[config.mk]
export PLATFORM = sky130hd
export DESIGN_NAME = elastic_data_status_pipeline
export DESIGN_NICKNAME = d
export VERILOG_FILES = /design/src/rtl/elastic_data_status_pipeline.sv
export SDC_FILE = /design/constraint.sdc
export NUM_CORES = 1
export LEC_CHECK = 0
export BUFFER_PORTS_ARGS = -buffer_cell sky130_fd_sc_hd__buf_2
export CAP_MARGIN = 20
export CORE_ASPECT_RATIO = 0.9
export CORE_MARGIN = 2
export CORE_UTILIZATION = 45
export CTS_CLUSTER_SIZE = 30
export DETAILED_ROUTE_END_ITERATION = 8
export PLACE_DENSITY = 0.7
export SYNTH_ARGS = -nofsm -noshare
export SYNTH_HDL_FRONTEND = slang
export SYNTH_SLANG_ARGS = --single-unit
[constraint.sdc]
create_clock -name clk -period 1.9 [get_ports clk]
set_input_delay 0.095 -clock clk [delete_from_list [all_inputs] [get_ports clk]]
set_output_delay 0.095 -clock clk [all_outputs]
set_load 0.005 [all_outputs]
[src/rtl/elastic_data_status_pipeline.sv]
// ---------------------------------------------------------------------------
// elastic_data_status_pipeline
//
// Purpose:
//   A PIPE_DEPTH-stage register pipeline that carries a data field and a status
//   field under a valid/ready handshake. Empty stages are refilled even while
//   later stages are stalled, so bubbles collapse. A synchronous flush discards
//   every in-flight beat. A registered occupancy count reports how many stages
//   currently hold a beat.
//
// Ports:
//   clk          clock
//   rst          synchronous active-high reset (clears valids and status)
//   flush_i      discard all in-flight beats at the next edge
//   valid_i      upstream beat valid
//   ready_o      pipeline can accept a beat this cycle (combinational from ready_i)
//   data_i       upstream data
//   status_i     upstream status
//   valid_o      output stage holds a beat
//   ready_i      downstream accepts the beat
//   data_o       output stage data
//   status_o     output stage status (always 0 while valid_o is 0)
//   occupancy_o  number of valid stages, 0..PIPE_DEPTH
// ---------------------------------------------------------------------------
module elastic_data_status_pipeline #(
   parameter int  DATA_W     = 32,
   parameter int  STATUS_W   = 1,
   parameter int  PIPE_DEPTH = 2,
   localparam int OCC_W      = $clog2(PIPE_DEPTH + 1)
) (
   input  logic                clk,
   input  logic                rst,
   input  logic                flush_i,
   input  logic                valid_i,
   output logic                ready_o,
   input  logic [DATA_W-1:0]   data_i,
   input  logic [STATUS_W-1:0] status_i,
   output logic                valid_o,
   input  logic                ready_i,
   output logic [DATA_W-1:0]   data_o,
   output logic [STATUS_W-1:0] status_o,
   output logic [OCC_W-1:0]    occupancy_o
);

   // A pipeline with no stages has no meaning, so stop elaboration.
   generate
      if (PIPE_DEPTH < 1) begin : g_bad_depth
         $error("elastic_data_status_pipeline: PIPE_DEPTH must be at least 1");
      end
   endgenerate

   // Stage 0 is the input stage and PIPE_DEPTH-1 is the output stage.
   logic [PIPE_DEPTH-1:0] vld;
   logic [PIPE_DEPTH-1:0] vld_src;
   logic [PIPE_DEPTH-1:0] vld_nxt;
   logic [PIPE_DEPTH-1:0] en;
   logic                  room;
   logic [DATA_W-1:0]     dat     [PIPE_DEPTH];
   logic [DATA_W-1:0]     dat_src [PIPE_DEPTH];
   logic [STATUS_W-1:0]   sts     [PIPE_DEPTH];
   logic [STATUS_W-1:0]   sts_src [PIPE_DEPTH];
   logic [OCC_W-1:0]      occ;
   logic [OCC_W-1:0]      occ_nxt;

   // Advance enables. A stage may advance when it is empty or when every
   // stage after it can advance. Walking from the output stage back to the
   // input with a running "room" flag gives the same result as the recursive
   // definition without reading en back into itself.
   always_comb begin
      en   = '0;
      room = ready_i;
      for (int k = PIPE_DEPTH - 1; k >= 0; k--) begin
         room  = room | ~vld[k];
         en[k] = room;
      end
   end

   // Each stage is loaded from the stage before it; stage 0 is loaded from
   // the upstream port. Building this as a separate source vector keeps the
   // stage update loop free of a special case for stage 0.
   always_comb begin
      vld_src    = '0;
      vld_src[0] = valid_i;
      dat_src[0] = data_i;
      sts_src[0] = status_i;
      for (int k = 1; k < PIPE_DEPTH; k++) begin
         vld_src[k] = vld[k-1];
         dat_src[k] = dat[k-1];
         sts_src[k] = sts[k-1];
      end
   end

   // Next-state valid vector and its population count. The occupancy register
   // is loaded from this count so it always matches the valids after the edge.
   always_comb begin
      vld_nxt = '0;
      occ_nxt = '0;
      for (int k = 0; k < PIPE_DEPTH; k++) begin
         vld_nxt[k] = en[k] ? vld_src[k] : vld[k];
         occ_nxt    = occ_nxt + OCC_W'(vld_nxt[k]);
      end
   end

   // Control state: valids, status and occupancy. Reset and flush both empty
   // the pipeline; reset wins, though the effect on these registers is the
   // same. Status is zeroed whenever an invalid beat enters a stage so that
   // an empty output stage never shows stale status.
   always_ff @(posedge clk) begin
      if (rst || flush_i) begin
         vld <= '0;
         occ <= '0;
         for (int k = 0; k < PIPE_DEPTH; k++) begin
            sts[k] <= '0;
         end
      end else begin
         vld <= vld_nxt;
         occ <= occ_nxt;
         for (int k = 0; k < PIPE_DEPTH; k++) begin
            if (en[k]) begin
               sts[k] <= vld_src[k] ? sts_src[k] : '0;
            end
         end
      end
   end

   // Data registers carry no reset; their content is ignored whenever the
   // matching valid is low, so they simply follow the advance enables.
   always_ff @(posedge clk) begin
      for (int k = 0; k < PIPE_DEPTH; k++) begin
         if (en[k]) begin
            dat[k] <= dat_src[k];
         end
      end
   end

   // The handshake has no skid buffer, so ready_o is the input stage enable.
   assign ready_o     = en[0];
   assign valid_o     = vld[PIPE_DEPTH-1];
   assign data_o      = dat[PIPE_DEPTH-1];
   assign status_o    = sts[PIPE_DEPTH-1];
   assign occupancy_o = occ;

endmodule

# == Word level (Yosys, flattened, before mapping) ==
# Memories as Yosys holds them, arrays and structs flattened.
# Cells that the tools add are included.
# totals
reg_bits,4
ram_bits,66
inputBits,38
out_inout_bits,37
wordCells,28
mem_count,2
# op_classes
n_addsub,1
mux,16
bitwise_logic,6
reduce_logical,1
# memory_table
name,depth,width,read_ports,rd_ports_with_merged_regs,write_ports,line,text
dat,2,32,2,0,2,58,logic [DATA_W-1:0] dat [PIPE_DEPTH];
sts,2,1,2,0,2,60,logic [STATUS_W-1:0] sts [PIPE_DEPTH];
# ops
cell,count
two-way mux 1 bit,16
OR 1 bit,4
adder 1 x 1 -> 2 bit,1
inverter 1 bit,2
logical OR 1 bit,1

# == Logic depth before layout (Yosys ltp) ==
# logic_depth
ltp_word,7
ltp_mapped,5
ltp_nobuf,5

# == Worst setup path after synthesis ==
# No wires, ideal clock.
# synth_path
kind,register -> register
startpoint,register vld[0]
endpoint,"register occ[0], in the netlist occupancy_o[0]"
setup_time_ns,0.115
arrival_time_ns,1.479
required_time_ns,1.785
path_slack_ns,0.306
path_stages_with_launch,5
path_buffers,0
period_less_slack_ns,1.594
path_cell_list,dfxtp_1 -> nand3b_2 -> nand2_1 -> ha_1 -> and2_1
# synth_via
elab_chain_cells,4
word_cells_on_any_way,5
classes_between,add/sub: 1; mux: 2; bitwise: 2
# synth_lines
item,line,text
"start, declared",53,logic [PIPE_DEPTH-1:0] vld;
"start signal, assigned",116,vld <= vld_nxt;
inverter 1 bit,73,room = room | ~vld[k];
OR 1 bit,73,
named net ready_o,35,"output logic ready_o,"
two-way mux 1 bit,99,vld_nxt[k] = en[k] ? vld_src[k] : vld[k];
named net vld_nxt[0],55,logic [PIPE_DEPTH-1:0] vld_nxt;
adder 1 x 1 -> 2 bit,100,occ_nxt = occ_nxt + OCC_W'(vld_nxt[k]);
named net occ_nxt[0],63,logic [OCC_W-1:0] occ_nxt;
"end signal, assigned",117,occ <= occ_nxt;
"end, declared",62,logic [OCC_W-1:0] occ;
# The timed path passes the listed nets, and every way through them passes these cells.
# A chain may end at the register's enable or synchronous reset.

==> out/results.ini <==
[outcome]
status=completed

[die]
pin_count=75
std_cell_rows=25
floorplan.die.width_um=81.36
initial_utilization=0.4640
die_y_um=73.62
dieArea_um2=5989
fp.coreArea_um2=5224

[sta]
slew_viol_final=0
hold_viol_final=0
relSlewSlack=0.7404
grt_setup_unrepaired=false
worst_slack_ns=0.5879
final_min_period_over_clock_period=0.6906
period_needed_ns=1.312
fmax_mhz=762.1
slew_at_the_pin_closest_to_its_max_slew_limit_ns=0.3894
setup_viol=0
fin_setup_tns_ns=0
fin_skew_ns=0.003943
worst_hold_slack_ns=0.05378

[detailed_routing]
drt-vias-per-instance=4.257
final_routed_wire_length_divided_by_cell_count_um=12.54
detailroute.via_count=1175
initialDrtViolationCount=47
drt.antenna.violating_nets=0
wirelength_um=3460
detail_route.drc_violations=0
first_pass_iters=4

[pwr]
leakage_nw=1.305
power-per-cell-area_nw_per_um2=912.5
report.power.total_mw=2.847
worst_supply_voltage_drop_on_vdd_mv=0.4549

[critical_path]
crit-reg2reg-capture=dat[0][3]
rrSetupSlack_ns=0.59
critical_path.startpoint_type=flop
cp_data_required_time_ns=1.89
worst-r2r-cell-count=2
worstSetupStartpoint=vld[0]
timing.critical_path.fanout_max=26
critical_path_class=reg -> reg
worst_setup_path_endpoint=dat[0][3]
worstReg2RegStart=vld[0]
critPathArrivalTime_ns=1.30
crit_path_end_kind=flop

[placed_design]
post-place-ws_ns=0.5831
placement.io_buffers=74
place_area_um2=2653
dpl.cell_count=229
detailedPlacementHpwl_um=2250
routabilityCongestion=0.7289

[global_route]
grt_max_degree=33
grt_pass1_wl_um=4995
grt_antenna_before_repair=0
grt_usage=0.1203
grt_pass1_vias=1120
grt_overflow=0

[cells_and_area]
num-nets-final=244
share_of_layout_cells_above_drive_strength_1=0.4354
area_growth_pct=28.76
finish.cell_count_without_fillers=276
fillCellCount=392
top_library_cells_by_usage_in_the_layout_fill_and_taps_aside=buf_2, edfxtp_1, dlygate4sd3_1, clkbuf_8, dfxtp_1
register_area_um2=2062
n_antenna_cell=0
most_common_library_cell_in_the_layout_ignoring_fill_and_taps=buf_2
multiInputGateArea_um2=111.4
stdcell_area_um2=3120
final_core_utilization=0.5974

[clock_tree]
clkTransAtPathRegs_ns=0.06
cts.root.buffer_cell=clkbuf_8
worst_skew_pair_later_pin_latency_ns=0.32
cts-root-to-sink-buffers=2
cts_post_setup_buffers_inserted=0
cts.hold.buffers_added=32
post_cts.resized_instances=0
number_of_buffers_created_by_cts=9
cts_tree=yes
cts_num_sinks=70
cts-htree-levels=3

[yosys]
synth-seq-area-share=0.8508
synth.area.top_cells=edfxtp_1, buf_4, dfxtp_1
synth_top_cell_by_area=edfxtp_1
postSynthCellCount=118
netlist_area_pre_place_um2=2424
synth_cell_types=17
synth.avg_cell_area_um2=20.54
ys_seq_elements=70
syn_nets=157
yosysWarnings=0
synth_top_cell_area_share=0.8178

[job]
maxCapViolCount=0

[hold_path]
timing.hold.worst.start=rst
min_delay_path_depth=3
kind_of_path_behind_the_tightest_hold_check=in -> reg

[worst min-delay path by stage]
| stage | endpoint | slack (ns) |
|---|---|---|
| finish | vld[1] | 0.05 |
| CTS | vld[1] | 0.04 |
| floorplan | dat[0][0] | 0.19 |
| global placement | dat[0][22] | 0.27 |
| detailed placement | dat[0][24] | 0.27 |
| global route | vld[0] | 0.06 |
[state kept, by name (all words and copies together), names as in the netlist]
name,flops
sts,2
vld,2
occupancy_o,2
dat,64
[cells in the mapped netlist, drive strengths merged]
cell type / instances
and2: 2
buf: 32
inv: 2
o21a: 1
nor2: 1
ha: 1
and4: 2
a21boi: 1
nand3b: 1
nand3: 1
and2b: 1
nand2: 2
dfxtp: 4
edfxtp: 66
nand2b: 1
[logic make-up after synthesis]
group	after synthesis	synth area share
DFF	70	0.8508
buffers and inverters	34	0.1033
and+or+nand+nor	11	0.03459
AOI/OAI and AO/OA	2	0.006197
adders and majority gates	1	0.005162
[worst max-delay path: stages (launching register included)]
cell and delay, ns:
dfxtp_1 0.36, nand3b_2 0.24, buf_4 0.38
[metal layers]
layer | routed length (um) | up-vias | track usage
met5 | 0 | - | 0
met3 | 330 | 8 | 0.05528
met2 | 1673 | 61 | 0.1885
met4 | 62 | 0 | 0.06780
met1 | 1393 | 533 | 0.1364
li1 | - | 573 | -
[report_power, final]
group	switching (mW)	internal, mW
sequential	0.0197	1.77
clock	0.454	0.456
combinational	0.0501	0.101
total	0.524	2.32
[area by class of cell]
class / count / area share
Clock buffer: 12 / 0.04330
Clock inverter: 3 / 0.004010
Inverter: 2 / 0.003208
Multi-Input combinational cell: 14 / 0.03569
Sequential cell: 70 / 0.6608
Tap cell: 67 / 0.02686
Timing Repair Buffer: 108 / 0.2261
No activity file was read; power rests on OpenSTA's default activity.
